File: src/rtl/vdp_script_pkg.sv
// Shared definitions for the VDP I/O script player: opcode encodings,
// script entry layout and the player state encoding.
package vdp_script_pkg;

    // Script entry layout: {op[19:18], port[17:16], data[15:8], aux[7:0]}
    localparam int ENTRY_W = 20;
    localparam int OP_HI   = 19;
    localparam int OP_LO   = 18;
    localparam int PORT_HI = 17;
    localparam int PORT_LO = 16;
    localparam int DATA_HI = 15;
    localparam int DATA_LO = 8;
    localparam int AUX_HI  = 7;
    localparam int AUX_LO  = 0;

    typedef enum logic [1:0] {
        OP_WRITE = 2'd0,
        OP_POLL  = 2'd1,
        OP_DELAY = 2'd2,
        OP_END   = 2'd3
    } op_e;

    typedef enum logic [2:0] {
        ST_IDLE      = 3'd0,
        ST_FETCH     = 3'd1,
        ST_DECODE    = 3'd2,
        ST_WRITE     = 3'd3,
        ST_READ_REQ  = 3'd4,
        ST_READ_WAIT = 3'd5,
        ST_DELAY     = 3'd6,
        ST_FINISH    = 3'd7
    } state_e;

    // Field order matches the raw entry so a plain cast unpacks it.
    typedef struct packed {
        op_e        op;
        logic [1:0] port;
        logic [7:0] data;
        logic [7:0] aux;
    } entry_t;

    // A poll succeeds when every bit selected by the mask agrees.
    function automatic logic poll_match(input logic [7:0] rdata,
                                        input logic [7:0] expect_val,
                                        input logic [7:0] mask);
        return ((rdata & mask) == (expect_val & mask));
    endfunction

endpackage

File: src/rtl/vdp_io_script_player.sv
// Plays a small script of VDP port writes, masked polls and delays out of an
// external script memory, one entry at a time, until an END entry or a poll
// timeout. All outputs are registered.
module vdp_io_script_player
    import vdp_script_pkg::*;
#(
    parameter int SCRIPT_AW   = 8,
    parameter int TIMEOUT_W   = 20,
    parameter int TIMEOUT_MAX = 1000000
) (
    input  logic                 clk,
    input  logic                 reset,
    input  logic                 start,
    output logic                 busy,
    output logic                 done,
    output logic                 error,
    output logic [SCRIPT_AW-1:0] script_address,
    input  logic [19:0]          script_rdata,
    output logic [1:0]           bus_address,
    output logic                 bus_valid,
    output logic                 bus_write,
    output logic [7:0]           bus_wdata,
    input  logic                 bus_ready,
    input  logic [7:0]           bus_rdata,
    input  logic                 bus_rdata_en
);

    localparam logic [TIMEOUT_W-1:0] TMO_LIMIT = TIMEOUT_W'(TIMEOUT_MAX);
    localparam logic [SCRIPT_AW-1:0] PTR_ONE   = SCRIPT_AW'(1);

    state_e               state_q, state_d;
    logic [SCRIPT_AW-1:0] ptr_q, ptr_d;
    logic [TIMEOUT_W-1:0] tmo_q, tmo_d;
    logic [15:0]          delay_q, delay_d;
    logic [7:0]           data_q, data_d;
    logic [7:0]           aux_q, aux_d;
    logic                 busy_q, busy_d;
    logic                 done_q, done_d;
    logic                 error_q, error_d;
    logic                 bus_valid_q, bus_valid_d;
    logic                 bus_write_q, bus_write_d;
    logic [1:0]           bus_address_q, bus_address_d;
    logic [7:0]           bus_wdata_q, bus_wdata_d;

    entry_t               entry_s;
    logic                 match_s;
    logic [TIMEOUT_W-1:0] tmo_inc_s;
    logic                 tmo_expire_s;

    assign entry_s      = entry_t'(script_rdata);
    assign match_s      = poll_match(bus_rdata, data_q, aux_q);
    assign tmo_inc_s    = tmo_q + TIMEOUT_W'(1);
    assign tmo_expire_s = (tmo_inc_s == TMO_LIMIT);

    // State and datapath registers with synchronous reset.
    always_ff @(posedge clk) begin
        if (reset) begin
            state_q       <= ST_IDLE;
            ptr_q         <= '0;
            tmo_q         <= '0;
            delay_q       <= 16'd0;
            data_q        <= 8'd0;
            aux_q         <= 8'd0;
            busy_q        <= 1'b0;
            done_q        <= 1'b0;
            error_q       <= 1'b0;
            bus_valid_q   <= 1'b0;
            bus_write_q   <= 1'b0;
            bus_address_q <= 2'd0;
            bus_wdata_q   <= 8'd0;
        end else begin
            state_q       <= state_d;
            ptr_q         <= ptr_d;
            tmo_q         <= tmo_d;
            delay_q       <= delay_d;
            data_q        <= data_d;
            aux_q         <= aux_d;
            busy_q        <= busy_d;
            done_q        <= done_d;
            error_q       <= error_d;
            bus_valid_q   <= bus_valid_d;
            bus_write_q   <= bus_write_d;
            bus_address_q <= bus_address_d;
            bus_wdata_q   <= bus_wdata_d;
        end
    end

    // Next-state selection for the playback sequencer.
    always_comb begin
        state_d = state_q;
        case (state_q)
            ST_IDLE: begin
                if (start) begin
                    state_d = ST_FETCH;
                end else begin
                    state_d = ST_IDLE;
                end
            end
            ST_FETCH: begin
                state_d = ST_DECODE;
            end
            ST_DECODE: begin
                case (entry_s.op)
                    OP_WRITE: state_d = ST_WRITE;
                    OP_POLL:  state_d = ST_READ_REQ;
                    OP_DELAY: state_d = ST_DELAY;
                    OP_END:   state_d = ST_FINISH;
                    default:  state_d = ST_FINISH;
                endcase
            end
            ST_WRITE: begin
                if (bus_ready) begin
                    state_d = ST_FETCH;
                end else begin
                    state_d = ST_WRITE;
                end
            end
            ST_READ_REQ: begin
                if (bus_ready) begin
                    state_d = ST_READ_WAIT;
                end else begin
                    state_d = ST_READ_REQ;
                end
            end
            ST_READ_WAIT: begin
                if (!bus_rdata_en) begin
                    state_d = ST_READ_WAIT;
                end else if (match_s) begin
                    state_d = ST_FETCH;
                end else if (tmo_expire_s) begin
                    state_d = ST_FINISH;
                end else begin
                    state_d = ST_READ_REQ;
                end
            end
            ST_DELAY: begin
                if (delay_q == 16'd0) begin
                    state_d = ST_FETCH;
                end else begin
                    state_d = ST_DELAY;
                end
            end
            ST_FINISH: begin
                // A start arriving together with done is dropped here.
                state_d = ST_IDLE;
            end
            default: begin
                state_d = ST_IDLE;
            end
        endcase
    end

    // Datapath updates and next values of the registered outputs.
    always_comb begin
        ptr_d         = ptr_q;
        tmo_d         = tmo_q;
        delay_d       = delay_q;
        data_d        = data_q;
        aux_d         = aux_q;
        error_d       = error_q;
        bus_address_d = bus_address_q;
        bus_wdata_d   = bus_wdata_q;

        // Handshake-visible flags follow the state being entered, so the
        // request is on the bus for exactly the cycles spent in WRITE/READ_REQ.
        busy_d      = (state_d != ST_IDLE) && (state_d != ST_FINISH);
        done_d      = (state_d == ST_FINISH);
        bus_valid_d = (state_d == ST_WRITE) || (state_d == ST_READ_REQ);
        bus_write_d = (state_d == ST_WRITE);

        case (state_q)
            ST_IDLE: begin
                if (start) begin
                    ptr_d   = '0;
                    tmo_d   = '0;
                    delay_d = 16'd0;
                    error_d = 1'b0;
                end else begin
                    ptr_d = ptr_q;
                end
            end
            ST_DECODE: begin
                data_d = entry_s.data;
                aux_d  = entry_s.aux;
                case (entry_s.op)
                    OP_WRITE: begin
                        bus_address_d = entry_s.port;
                        bus_wdata_d   = entry_s.data;
                    end
                    OP_POLL: begin
                        bus_address_d = entry_s.port;
                        tmo_d         = '0;
                    end
                    OP_DELAY: begin
                        delay_d = {entry_s.data, entry_s.aux};
                    end
                    OP_END: begin
                        ptr_d = ptr_q;
                    end
                    default: begin
                        ptr_d = ptr_q;
                    end
                endcase
            end
            ST_WRITE: begin
                if (bus_ready) begin
                    ptr_d = ptr_q + PTR_ONE;
                end else begin
                    ptr_d = ptr_q;
                end
            end
            ST_READ_WAIT: begin
                if (!bus_rdata_en) begin
                    ptr_d = ptr_q;
                end else if (match_s) begin
                    ptr_d = ptr_q + PTR_ONE;
                end else begin
                    tmo_d = tmo_inc_s;
                    if (tmo_expire_s) begin
                        error_d = 1'b1;
                    end else begin
                        error_d = error_q;
                    end
                end
            end
            ST_DELAY: begin
                if (delay_q == 16'd0) begin
                    ptr_d = ptr_q + PTR_ONE;
                end else begin
                    delay_d = delay_q - 16'd1;
                end
            end
            default: begin
                ptr_d = ptr_q;
            end
        endcase
    end

    assign busy           = busy_q;
    assign done           = done_q;
    assign error          = error_q;
    assign script_address = ptr_q;
    assign bus_address    = bus_address_q;
    assign bus_valid      = bus_valid_q;
    assign bus_write      = bus_write_q;
    assign bus_wdata      = bus_wdata_q;

endmodule

File: config.mk
export PLATFORM = sky130hd
export DESIGN_NAME = vdp_io_script_player
export DESIGN_NICKNAME = d
export VERILOG_FILES = /design/src/rtl/vdp_script_pkg.sv /design/src/rtl/vdp_io_script_player.sv
export SDC_FILE = /design/constraint.sdc
export NUM_CORES = 1
export LEC_CHECK = 0
export ABC_AREA = 1
export CELL_PAD_IN_SITES_DETAIL_PLACEMENT = 0
export CELL_PAD_IN_SITES_GLOBAL_PLACEMENT = 1
export CORE_UTILIZATION = 44
export CTS_BUF_LIST = sky130_fd_sc_hd__clkbuf_2 sky130_fd_sc_hd__clkbuf_4 sky130_fd_sc_hd__clkbuf_8
export CTS_CLUSTER_DIAMETER = 60
export CTS_CLUSTER_SIZE = 40
export DETAILED_ROUTE_END_ITERATION = 10
export GPL_ROUTABILITY_DRIVEN = 0
export MAX_ROUTING_LAYER = met4
export PLACE_DENSITY = 0.95
export RECOVER_POWER = 50
export SYNTH_ARGS = -nofsm -noshare
export SYNTH_HDL_FRONTEND = slang
export SYNTH_SLANG_ARGS = --single-unit
File: constraint.sdc
create_clock -name clk -period 5.2 [get_ports clk]
set_input_delay 1.04 -clock clk [delete_from_list [all_inputs] [get_ports clk]]
set_output_delay 1.04 -clock clk [all_outputs]
set_load 0.02 [all_outputs]
==> impl_metrics.toml, run 1 <==
[run_status]
run_status = "finished, final reports clean"

[power_and_ir_drop]
p_leak_nw = 2.008
ir_worst_vdd_uv = 188.0
swShare_pct = 44.56
comb_power_share_pct = 44.9
p_sw_mw = 1.048
intPower_mw = 1.305
p_seq_share_pct = 35.2
power.share.clock_pct = 19.9
powerDensity_mw_per_mm2 = 462.1
power_mw = 2.353

[cells_and_area]
diodes = 0
area_growth_pct = 19.21
multiInputGateArea_sq_mm = 0.002335
final_core_util_pct = 54.59
nFillCells = 930
final_area_sq_mm = 0.005092
seq_area_sq_mm = 0.001562
drive_gt1_share_pct = 8.418
final_nets = 724
fin_cells = 818

[synthesis]
async_flop_share_pct = 0
ys_types = 35
synth.top_cells.by_count = "nand2_1, dfxtp_1, a21oi_1"
synth_edf_count = 0
synth_area_sq_mm = 0.004272
yosysTopAreaCell = "dfxtp_1"
ys_seq_elements = 78
syn-instance-count = 636
yosysWarnings = 0
ys_seq_area_share_pct = 36.56
synth_most_common_cell = "nand2_1"
syn_avg_cell_area_sq_um = 6.716
synth_area_leaders = "dfxtp_1, nand2_1, a21oi_1"
synth_top_flop_cell = "dfxtp_1"
syn_nets = 676
synth_top_cell_area_share_pct = 36.56

[place]
place_inst = 802
post_dp_cell_area_sq_mm = 0.004906
portBuffers = 55
pre_cts_slack_ps = 1859
post-dp-hpwl_microns = 7797

[routing]
drc = 0
drtAntennaViolNets = 0
post_drt_via_cell_ratio = 5.191
drt_iter0_drc = 157
route.vias.total = 4246
dr.pass1.iters = 4
drt-wirelength-per-cell_microns = 13.15
drt_wl_total_microns = 10750

[timing]
fin_crit_sh_pct = 71.77
skew_ps = 12.00
tightest_slew_ps = 1328
timing.final.crit_period_ps = 3732
relSlewSlack_pct = 11.17
fmax_mhz = 267.9
rsz0062_at_grt = "false"
hold_violations = 0
worst_hold_slack_ps = 462.1
setup_viol = 0
drv_slew = 0
fin_ws_ps = 1468
tns_ps = 0

[worst_setup_path]
arrival_ps = 4010
cp_cell_sequence = "nand2_1, nor2_1, inv_1, or2_0, nand2_2, a21oi_1, a211oi_1"
worstPathMaxFanout = 36
crit_slowest_cell = "nor2_1"
r2r_cells = 7
endpoint_kind = "flop"
start_kind = "flop"
critPathKind = "reg -> reg"
cp.required_ps = 5480
max_stage_delay_ps = 1010

[floorplanning]
core_sq_mm = 0.009328
pin_count = 56
fp.dieW_microns = 100.5
die-area_sq_mm = 0.01011
initial_core_util_pct = 45.79
chipHeight_microns = 100.5
rows = 35

[worst_hold_path]
whs_path_depth = 2
hold_path_class = "reg -> reg"

[flow_run]
maxCapViolations = 0

[clock_network]
clk_latency_ps = 360
clkSlewWorstSetupHoldPaths_ps = 90
cts_buffers = 9
root_buffer = "clkbuf_8"
postCtsSetupRepairBufs = 0
cts_sinks = 78
cts_hold_buf = 0
ctsLongestPathBuffers = 2
htreeDepth = 3
cts_tree = "built"
ctsResizeCount = 0

[grt]
grt-ovfl-total = 0
grt_max_degree = 51
grt_pass1_wl_microns = 18290
antenna_found_initial = 0
grt_pass1_vias = 4037
gr-usage-all-layers_pct = 23.47
[layout by cell type (no fill, tap or decap), types with 2 or more instances in the layout]
cell type | Yosys | layout
nand2_1 | 147 | 149
o21ai_1 | 8 | 7
xor2_1 | 7 | 7
nor2_2 | 10 | 10
or2_0 | 1 | 2
clkbuf_8 | 0 | 10
a21oi_1 | 70 | 70
nand2_2 | 10 | 8
a211oi_1 | 10 | 10
o21ai_0 | 48 | 49
nand3_1 | 22 | 22
nor2_4 | 7 | 6
a31oi_1 | 5 | 5
nor3_2 | 3 | 2
nor3_1 | 6 | 7
ha_1 | 7 | 7
or2_1 | 3 | 2
nand3_2 | 4 | 4
xnor2_1 | 4 | 4
dfxtp_1 | 78 | 78
dlygate4sd3_1 | 0 | 23
clkdlybuf4s50_1 | 0 | 31
inv_1 | 65 | 66
nand4_1 | 17 | 17
clkinvlp_4 | 0 | 2
inv_2 | 8 | 7
nand3b_1 | 2 | 2
nor2_1 | 67 | 68
[area by class of cell]
cell class | count | share of cell area, %
clock buffers | 11 | 2.850
multi-input cells | 465 | 45.85
inverters | 74 | 5.455
flip-flops and latches | 78 | 30.66
repair buffers | 56 | 10.86
well taps | 129 | 3.170
clock inverters | 5 | 1.155
[logic make-up after synthesis]
family / after synthesis / synth area share [%]
AO/OA/AOI/OAI: 146 / 18.19
flip-flops: 78 / 36.56
AND/OR/NAND/NOR: 300 / 32.19
XOR/XNOR: 12 / 2.636
buffers and inverters: 93 / 8.377
adder cells (fa/ha/maj): 7 / 2.050
[power by group through the flow]
stage	sequential (mW)	combinational (mW)	clock (mW)
3_5_place_dp	0.840	1.07	0
4_1_cts	0.829	1.07	0.482
5_1_grt	0.844	1.21	0.506
3_3_place_gp	0.837	1.03	0
6_report	0.828	1.06	0.468
2_1_floorplan	0.839	0.817	0
[final timing paths]
kind,from,to,slack (ps)
worst max-delay path,state_q[1]$_SDFF_PP0_,tmo_q[12]$_SDFFE_PP0P_,1470
worst min-delay path,aux_q[5]$_SDFFE_PP0P_,aux_q[5]$_SDFFE_PP0P_,460
worst max register to register,state_q[1]$_SDFF_PP0_,tmo_q[12]$_SDFFE_PP0P_,1470
worst min register to register,aux_q[5]$_SDFFE_PP0P_,aux_q[5]$_SDFFE_PP0P_,460
[flip-flops by register name, summed over array words and instances (netlist names)]
signal and count:
tmo_q 20, delay_q 16, aux_q 8, bus_wdata 8
data_q 8, script_address 8, state_q 3, bus_address 2
bus_valid 1, bus_write 1, busy 1, done 1
error 1
[layer usage]
| layer | GRT usage (%) | share of wire [%] |
|---|---|---|
| met5 | - | 0 |
| met4 | 8.919 | 1.6 |
| met2 | 39.46 | 48 |
| met1 | 28.15 | 46 |
| met3 | 3.953 | 4.2 |
[worst max-delay path: cells and delay by family, from the launching register on]
kind | cells | cell delay (ps)
buffers and inverters | 1 | 680
AO/OA/AOI/OAI | 2 | 320
flip-flops | 1 | 410
AND/OR/NAND/NOR | 4 | 2220
No activity file was read; power rests on OpenSTA's default activity.
==> run 2: changes to the inputs <==
CORE_UTILIZATION = 41   (was 44)
PLACE_DENSITY = 0.9   (was 0.95)
clock period = 3.8 ns   (was 5.2 ns; I/O delays follow)
==> impl_metrics.toml, run 2 (synthesis results as in run 1) <==
[worst_setup_path]
start_kind = "flop"
critPathKind = "reg -> reg"
crit_family = "simple AND/OR/NAND/NOR gates"
cp.buffers_inverters = 1
cp.required_ps = 4090
max_stage_delay_ps = 510
worstPathMaxFanout = 36
endpoint_kind = "flop"
cp_cell_sequence = "nand2_1, nor2_4, inv_1, or2_1, nand2_2, o21ai_0, a21oi_1"
arrival_ps = 3120
crit_slowest_cell = "nand2_2"

[cells_and_area]
top_register = "tmo_q"
area_growth_pct = 20.04
drive_gt1_share_pct = 8.696
final_nets = 725
largest_reg_flops = 20
diodes = 0
reg_top3 = "tmo_q x20, delay_q x16"
most-common-layout-cells = "nand2_1, dfxtp_1, a21oi_1"
final_core_util_pct = 51.51
final_area_sq_mm = 0.005127
fin_cells = 823
final_common_cell = "nand2_1"

[power_and_ir_drop]
powerDensity_mw_per_mm2 = 644.0
ir_worst_vdd_uv = 280.8
power_mw = 3.302
p_leak_nw = 2.027

[grt]
grt_pass1_vias = 4146
grt_pass1_wl_microns = 18680
antenna_found_initial = 0
busiest_layer = "met2"
gr-usage-all-layers_pct = 21.67
grt_max_degree = 50
grt_util_met2_pct = 37.62
use_met1_pct = 25.83
grt_util_met3_pct = 3.571
grt-ovfl-total = 0

[clock_network]
cts_sinks = 78
root_buffer = "clkbuf_8"
ctsResizeCount = 0
cts_buffers = 9
cts_hold_buf = 0
clkSlewWorstSetupHoldPaths_ps = 90
postCtsSetupRepairBufs = 0
clk_latency_ps = 360
ctsLongestPathBuffers = 2
htreeDepth = 3
cts_tree = "built"

[timing]
rsz0062_at_grt = "false"
fin_crit_sh_pct = 74.52
tns_ps = 0
drv_slew = 0
worst_hold_slack_ps = 463.1
timing.final.crit_period_ps = 2832
skew_ps = 12.51
fmax_mhz = 353.1
tightest_slew_ps = 642.1
fin_ws_ps = 968.1
hold_violations = 0
relSlewSlack_pct = 57.14
setup_viol = 0

[floorplanning]
chipHeight_microns = 104.1
core_sq_mm = 0.009955
die-area_sq_mm = 0.01083
fp.dieW_microns = 104.1
initial_core_util_pct = 42.91
pin_count = 56
rows = 36

[flow_run]
maxCapViolations = 0

[place]
post_dp_cell_area_sq_mm = 0.004918
post-dp-hpwl_microns = 7816
pre_cts_slack_ps = 639.8
portBuffers = 55
place_inst = 807

[routing]
drt_iter0_drc = 170
post_drt_via_cell_ratio = 5.233
drtAntennaViolNets = 0
route.vias.total = 4307
dr.pass1.iters = 4
drt_wl_total_microns = 10950
drc = 0
drt-wirelength-per-cell_microns = 13.30

[worst_hold_path]
hold_path_class = "reg -> reg"

[run_status]
run_status = "finished, final reports clean"
[run 2: cell type report]
| class | instances | area (sq um) |
|---|---|---|
| Tap cell | 133 | 166.4 |
| Sequential cell | 78 | 1562 |
| Inverter | 74 | 277.8 |
| Fill cell | 989 | 4827 |
| Multi-Input combinational cell | 465 | 2342 |
| Clock inverter | 4 | 70.07 |
| Timing Repair Buffer | 57 | 556.8 |
| Clock buffer | 12 | 152.6 |
[run 2: worst paths after layout]
| check | from | to | slack, ps | depth (start not counted) |
|---|---|---|---|---|
| hold reg to reg | bus_wdata[1]$_SDFFE_PP0P_ | bus_wdata[1]$_SDFFE_PP0P_ | 460 | 2 |
| hold / removal | bus_wdata[1]$_SDFFE_PP0P_ | bus_wdata[1]$_SDFFE_PP0P_ | 460 | 2 |
| setup reg to reg | state_q[1]$_SDFF_PP0_ | tmo_q[14]$_SDFFE_PP0P_ | 970 | 7 |
| setup / recovery | state_q[1]$_SDFF_PP0_ | tmo_q[14]$_SDFFE_PP0P_ | 970 | 7 |
[run 2: per-layer routing]
layer  routed length, microns  part of all wire, %
met5                        0                    0
met4                      155                  1.4
met2                     5175                   47
met1                     5051                   46
met3                      568                  5.2
[run 2: power by group]
group	internal, mW	switching, mW
logic	0.463	0.988
clock network	0.401	0.312
registers	0.994	0.144
[run 2: worst min-delay path, stage by stage (launching register included)]
cell and delay (ps):
dfxtp_1 310, nand2_1 60, a21oi_1 50
==> run 3: changes to the inputs <==
clock period = 2.9 ns   (was 3.8 ns; I/O delays follow)
==> impl_metrics.toml, run 3 (synthesis results as in run 1) <==
[timing]
tns_ps = 0
fmax_mhz = 407.6
rsz0062_at_grt = "false"
fin_ws_ps = 446.9
tightest_slew_ps = 896.1
hold_violations = 0
fin_crit_sh_pct = 84.59
drv_slew = 0
skew_ps = 11.11
worst_hold_slack_ps = 463.4
relSlewSlack_pct = 40.26
setup_viol = 0
timing.final.crit_period_ps = 2453

[flow_run]
maxCapViolations = 0

[clock_network]
ctsResizeCount = 0
clkSlewWorstSetupHoldPaths_ps = 80
cts_sinks = 78
htreeDepth = 3
root_buffer = "clkbuf_8"
postCtsSetupRepairBufs = 0
cts_tree = "built"
clk_latency_ps = 360
ctsLongestPathBuffers = 2
cts_hold_buf = 0
cts_buffers = 9

[worst_setup_path]
crit_slowest_cell = "clkbuf_1"
cp.buffers_inverters = 2
critPathKind = "reg -> reg"
max_stage_delay_ps = 680
arrival_ps = 2680
endpoint_kind = "flop"
crit_family = "buffers and inverters"
cp_cell_sequence = "nand2_1, nor2_4, clkbuf_1, o21ai_1, nor2_2, nand2_2, buf_12, a21oi_1, a211oi_1"
start_kind = "flop"
worstPathMaxFanout = 36
cp.required_ps = 3130

[cells_and_area]
multiInputGateArea_sq_mm = 0.002350
reg_top3 = "tmo_q x20, delay_q x16"
final_core_util_pct = 52.28
diodes = 0
fin_cells = 829
top_register = "tmo_q"
final_common_cell = "nand2_1"
area_growth_pct = 21.82
largest_reg_flops = 20
drive_gt1_share_pct = 9.483
final_area_sq_mm = 0.005204
seq_area_sq_mm = 0.001562
nFillCells = 1004
most-common-layout-cells = "nand2_1, dfxtp_1, a21oi_1"
final_nets = 731

[routing]
dr.pass1.iters = 5
drc = 0
drt-wirelength-per-cell_microns = 13.00
drt_iter0_drc = 171
drt_wl_total_microns = 10780
route.vias.total = 4196
drtAntennaViolNets = 0
post_drt_via_cell_ratio = 5.062

[floorplanning]
pin_count = 56
fp.dieW_microns = 104.1
die-area_sq_mm = 0.01083
rows = 36
core_sq_mm = 0.009955
chipHeight_microns = 104.1
initial_core_util_pct = 42.91

[power_and_ir_drop]
ir_worst_vdd_uv = 435.0
p_sw_mw = 1.884
intPower_mw = 2.561
power.share.clock_pct = 21.7
p_leak_nw = 2.065
power_mw = 4.445
powerDensity_mw_per_mm2 = 854.1
swShare_pct = 42.38
comb_power_share_pct = 44.8
p_seq_share_pct = 33.4

[grt]
grt_pass1_wl_microns = 18660
grt_pass1_vias = 4011
antenna_found_initial = 0
grt-ovfl-total = 0
grt_max_degree = 50
gr-usage-all-layers_pct = 21.80

[place]
pre_cts_slack_ps = 280.5
post-dp-hpwl_microns = 7875
place_inst = 813
portBuffers = 55
post_dp_cell_area_sq_mm = 0.004976

[run_status]
run_status = "finished, final reports clean"

[worst_hold_path]
hold_path_class = "reg -> reg"
==> run 3: per-layer routing <==
metal | GRT usage (%) | wire length [microns]
met5 | - | 0
met1 | 25.50 | 4921
met3 | 4.887 | 504
met2 | 37.33 | 5221
met4 | 6.327 | 131
==> run 3: final timing paths <==
kind,slack [ps],cells after the start,endpoint,start
hold reg to reg,460,2,bus_wdata[1]$_SDFFE_PP0P_,bus_wdata[1]$_SDFFE_PP0P_
setup / recovery,450,9,tmo_q[13]$_SDFFE_PP0P_,state_q[1]$_SDFF_PP0_
hold / removal,460,2,bus_wdata[1]$_SDFFE_PP0P_,bus_wdata[1]$_SDFFE_PP0P_
setup reg to reg,450,9,tmo_q[13]$_SDFFE_PP0P_,state_q[1]$_SDFF_PP0_
==> run 3: power by group through the flow <==
stage / clock, mW / combinational, mW / sequential [mW]
2_1_floorplan: 0 / 1.46 / 1.51
3_3_place_gp: 0 / 1.95 / 1.50
3_5_place_dp: 0 / 2.01 / 1.51
4_1_cts: 0.985 / 2.02 / 1.49
5_1_grt: 1.04 / 2.28 / 1.52
6_report: 0.965 / 1.99 / 1.49
==> run 3: cell type report <==
cell class | instances | area share (%)
Multi-Input combinational cell | 465 | 45.16
Sequential cell | 78 | 30.01
Timing Repair Buffer | 63 | 11.73
Inverter | 74 | 5.338
Clock buffer | 13 | 3.318
Tap cell | 133 | 3.198
Clock inverter | 3 | 1.250
==> run 3: tightest hold or removal path, cell delays in order (launching register included) <==
cell,delay [ps]
dfxtp_1,310
nand2_1,60
a21oi_1,50
